`config.mk`:
```
export PLATFORM = sky130hd
export DESIGN_NAME = serial_const_mult
export DESIGN_NICKNAME = d
export VERILOG_FILES = /design/src/rtl/serial_const_mult.sv
export SDC_FILE = /design/constraint.sdc
export NUM_CORES = 1
export LEC_CHECK = 0
export CORE_AREA = 2 2 39 41
export DETAILED_ROUTE_END_ITERATION = 12
export DIE_AREA = 0 0 41 43
export PLACE_DENSITY = 0.31
export SYNTH_ARGS = -nofsm -noshare
export SYNTH_HDL_FRONTEND = slang
export SYNTH_SLANG_ARGS = --single-unit
```
`constraint.sdc`:
```
create_clock -name clk -period 2 [get_ports clk]
set_clock_uncertainty 0.1 [all_clocks]
set_input_delay 0.2 -clock clk [delete_from_list [all_inputs] [get_ports clk]]
set_output_delay 0.2 -clock clk [all_outputs]
set_load 0.1 [all_outputs]
```
`src/rtl/serial_const_mult.sv`:
```
// Bit-serial LSB-first multiplier of an unsigned stream by the constant COEFF.
// Optional synchronous word restart input clr is enabled by defining MULTIPLIER_CLR_EN.
module serial_const_mult #(
    parameter int unsigned COEFF   = 7,
    parameter int unsigned COEFF_W = 3
) (
    input  logic clk,
    input  logic reset,
`ifdef MULTIPLIER_CLR_EN
    input  logic clr,
`endif
    input  logic in,
    output logic out
);

    function automatic int unsigned popcount(input int unsigned v);
        int unsigned c;
        c = 0;
        for (int i = 0; i < 32; i++) begin
            c = c + {31'b0, v[i]};
        end
        return c;
    endfunction

    localparam int unsigned POP = popcount(COEFF);
    // The carry never exceeds POP-1, so this width always holds it.
    localparam int unsigned CW  = $clog2(POP + 1);
    localparam int unsigned SW  = CW + 1;
    localparam int unsigned HW  = (COEFF_W > 1) ? COEFF_W - 1 : 1;
    localparam logic [COEFF_W-1:0] COEFF_V = COEFF[COEFF_W-1:0];

    logic [HW-1:0] hist_q, hist_d;
    logic [CW-1:0] carry_q, carry_d;
    logic          out_q, out_d;
    logic [HW:0]   window;
    logic [SW-1:0] sum;

    // window[j] is the input bit from j cycles ago; window[0] is the live input.
    assign window = {hist_q, in};

    always_comb begin
        sum = SW'(carry_q);
        for (int j = 0; j < int'(COEFF_W); j++) begin
            if (COEFF_V[j]) begin
                sum = sum + SW'(window[j]);
            end
        end
        out_d   = sum[0];
        carry_d = sum[SW-1:1];
        hist_d  = window[HW-1:0];
    end

    always_ff @(posedge clk or negedge reset) begin
        if (!reset) begin
            hist_q  <= '0;
            carry_q <= '0;
            out_q   <= 1'b0;
        end
`ifdef MULTIPLIER_CLR_EN
        else if (clr) begin
            hist_q  <= '0;
            carry_q <= '0;
            out_q   <= 1'b0;
        end
`endif
        else begin
            hist_q  <= hist_d;
            carry_q <= carry_d;
            out_q   <= out_d;
        end
    end

    assign out = out_q;

endmodule

```
## Word-level counts from Yosys, hierarchy flattened

Index checks and enable logic that the tools add are counted.

| cells by class | value |
|---|---|
| $add $sub $neg | 3 |
| multiply operators | 0 |
| divide/modulo/power cells | 0 |
| order comparisons | 0 |
| equal/unequal tests | 0 |
| shift-type cells | 0 |
| mux-type cells | 0 |
| bitwise gates (word level) | 0 |
| reduce and logical (&&, ||, !) cells | 0 |

Operators with widths:

| cell | count |
|---|---|
| adder 3 x 1 -> 3 bit | 2 |
| adder 2 x 1 -> 3 bit | 1 |

| word-level totals | value |
|---|---|
| register bits | 5 |
| latch bits | 0 |
| memory bits (writable) | 0 |
| ROM bits | 0 |
| bits of input ports | 3 |
| output and inout port bits | 1 |
| word-level logic and storage cells | 6 |
| memories kept | 0 |

## Longest topological paths before layout

| depth | value |
|---|---|
| depth in word-level cells | 3 |
| mapped depth | 3 |
| mapped depth without buffers | 3 |

## Worst setup path before layout

OpenSTA, ideal clock, no wires.

| timing path | value |
|---|---|
| kind | reg-to-reg |
| from | register hist_q[0] |
| to | register carry_q[0] |
| library setup time | 136 ps |
| arrival | 1,425 ps |
| required time | 1,764 ps |
| slack | 339 ps |
| stages on the path, launching flop included | 4 |
| buffers on the path | 0 |
| clock period less this slack | 1,661 ps |
| cell sequence | dfrtp_1 fa_1 ha_1 fa_1 |

| on the way | value |
|---|---|
| cells in the longest elaborated chain, start to end | 2 |

Ends and longest elaborated chain:

| element | line | source |
|---|---|---|
| from (decl) | 32 | `logic [HW-1:0] hist_q, hist_d;` |
| from (signal assigned) | 67 | `hist_q <= hist_d;` |
| adder 3 x 1 -> 3 bit (2 in series) | 45 | `sum = sum + SW'(window[j]);` |
| named net sum[1] | 36 | `logic [SW-1:0] sum;` |
| to (signal assigned) | 68 | `carry_q <= carry_d;` |
| to (decl) | 33 | `logic [CW-1:0] carry_q, carry_d;` |

The timed path passes the listed nets, and every way through them passes these cells.

## Worst setup path in the final report

| timing path | value |
|---|---|
| from | input in |
| to | register carry_q[0] |

| on the way | value |
|---|---|
| cells in the longest elaborated chain, start to end | 3 |

Ends and longest elaborated chain:

| element | line | source |
|---|---|---|
| from (decl) | 12 | `input logic in,` |
| adder 2 x 1 -> 3 bit | 45 |  |
| adder 3 x 1 -> 3 bit (2 in series) | 45 |  |
| named net sum[1] | 36 |  |

The timed path passes the listed nets, and every way through them passes these cells.

==> metrics.md <==
| Metric | Value |
|---|---|
| Pre-CTS WS | -0.0401 ns |
| DIE WIDTH | 41 um |
| Post-cts sizing count | 0 |
| Crit path required time | 2.01 ns |
| Antenna violations before repair | 0 |
| Final setup viols | 0 |
| Worst rel slew slack | 81.5% |
| DRT Pass-1 Iters | 2 |
| Most common cell on crit path | fa_1 |
| Die height | 43 um |
| CTS tree | built |
| Yosys top cell area share | 70.4% |
| Vias in the first global route | 114 |
| Slew @ Worst Pin | 0.279 ns |
| Largest net degree at the start of global routing | 6 |
| Slowest-stage cell, CP | fa_1 |
| Skew-Pair Late Insertion Delay | 0.24 ns |
| P per Cell Area | 1620 nW/um^2 |
| I/O Buffers | 3 |
| Worst setup margin | 0.211 ns |
| Design Area, Final | 251 sq um |
| Clock slew at reported path FFs | 0.04 ns |
| Tmin final | 1.79 ns |
| Placed cells | 27 |
| Yosys reg bits | 5 |
| Syn_area_per_cell | 22.2 sq um |
| Register area share after synthesis | 70.4% |
| H-tree levels | 1 |
| Antenna Nets Post-Route | 0 |
| Placed instance area | 225 sq um |
| # IOs | 4 |
| Max IR drop VDD | 0.255 mV |
| Final nets | 22 |
| Worst-case clock buffer depth | 2 |
| First-pass GRT wire length | 455 um |
| Hold WS | 0.0851 ns |
| Fmax | 559 MHz |
| Crit-path max cell delay | 0.49 ns |
| Fin crit share | 89.4% |
| Yosys warnings | 0 |
| Crit Path Class | input pin to flop |
| Fillers | 149 |
| Clock root buffer | clkbuf_4 |
| Min-Delay Path Class | input pin to async pin |
| Slew Limit Fails | 0 |
| Post-Syn Area | 178 sq um |
| Synth Instances | 8 |
| Commonest non-fill, non-tap cell in the layout | dfrtp_1 |
| Remaining Overflow, GRT | 0 |
| Netlist cell types | 3 |
| Row count | 14 |
| # hold bufs at CTS | 0 |
| Final WL | 247 um |
| Worst Path Buf+Inv | 1 |
| Sink Count | 5 |
| Core area | 1380 sq um |
| Area growth syn-to-layout | 41.5% |
| Post-CTS Setup Repair Bufs | 0 |
| Layout cells sized above 1 | 26.7% |
| Hold Violations, Final | 0 |
| Yosys top cell by area | dfrtp_1 |
| CP Max Fanout | 2 |
| Outcome | finished clean |
| Data arrival, critical path | 1.79 ns |
| DR DRC count | 0 |
| CP endpoint kind | flop |
| Critical Path Start Type | input pin |
| Top cells by area, synth | dfrtp_1 (70%), fa_1 (23%), ha_1 (7.0%) |
| Final core occ | 18.2% |
| Max Cap Viol | 0 |
| CP cell instances | clkdlybuf4s50_1, fa_1, ha_1, fa_1 |
| Final cell count without fillers | 31 |
| TritonCTS buffer count | 3 |
| RSZ-0062 raised after global routing | no |
| Routed wirelength normalized by instance count | 7.97 um |
| Vias per inst | 2.81 |
| Diode count | 0 |
| Gpl congestion | 0.609 |
| Lkg Pwr | 0.111 nW |
| Commonest non-fill, non-tap cells in the layout | dfrtp_1 (5), clkbuf_4 (3), fa_1 (2), clkdlybuf4s50_1 (2) |
| Mapped Nets | 14 |
| Initial DRC Count | 1 |
| Die area | 1760 sq um |
| Via count | 87 |
| Gr usage total | 4.87% |
| Cell family with most CP delay | adder cells |
| Initial core utilization | 12.8% |
synthesized netlist by cell type, drive strengths merged:
cell and instances:
ha 1, dfrtp 5, fa 2
path summary, 6_finish.rpt:
check,startpoint,slack (ns),cells past startpoint,endpoint
setup reg to reg,hist_q[0],0.28,3,carry_q[0]
setup / recovery,in,0.21,4,carry_q[0]
hold / removal,reset,0.09,1,hist_q[1]
max in group asynchronous,reset,1.53,1,carry_q[1]
hold reg to reg,hist_q[0],0.31,0,hist_q[1]
min in group clk,hist_q[0],0.31,0,hist_q[1]
per-layer routing:
| layer | GRT usage [%] | share of wire (%) |
|---|---|---|
| met5 | 0 | 0 |
| met4 | 8.00 | 2.4 |
| met3 | 4.71 | 15 |
| met2 | 4.06 | 38 |
| met1 | 4.65 | 44 |
kinds of logic (layout without fill, tap and decap cells):
group	Yosys count	in the layout	share of synthesized area, %
buf+inv	0	7	0
flops	5	5	70.4
fa+ha+maj	3	3	29.6
final cells by class:
class	instances	area [sq um]	area share, %
clock buffers	4	26.3	10.4
repair buffers	3	27.5	10.9
well taps	16	20.0	7.96
multi-input cells	3	52.6	20.9
flip-flops and latches	5	125	49.8
state kept, by name, indices dropped and copies added, names as in the netlist:
register	count
hist_q	2
out	1
carry_q	2
through the flow:
stage	setup TNS [ns]	power [mW]
global placement	-0.0295	0.295
floorplan	0	0.256
CTS	0	0.417
global route	0	0.433
detailed placement	-0.0401	0.299
finish	0	0.407
where the power goes:
group          total [mW]  switching (mW)  internal (mW)
clock               0.114          0.0385         0.0752
sequential          0.147          0.0133          0.134
combinational       0.146           0.106         0.0398
Power figures use the tool's default switching activity.
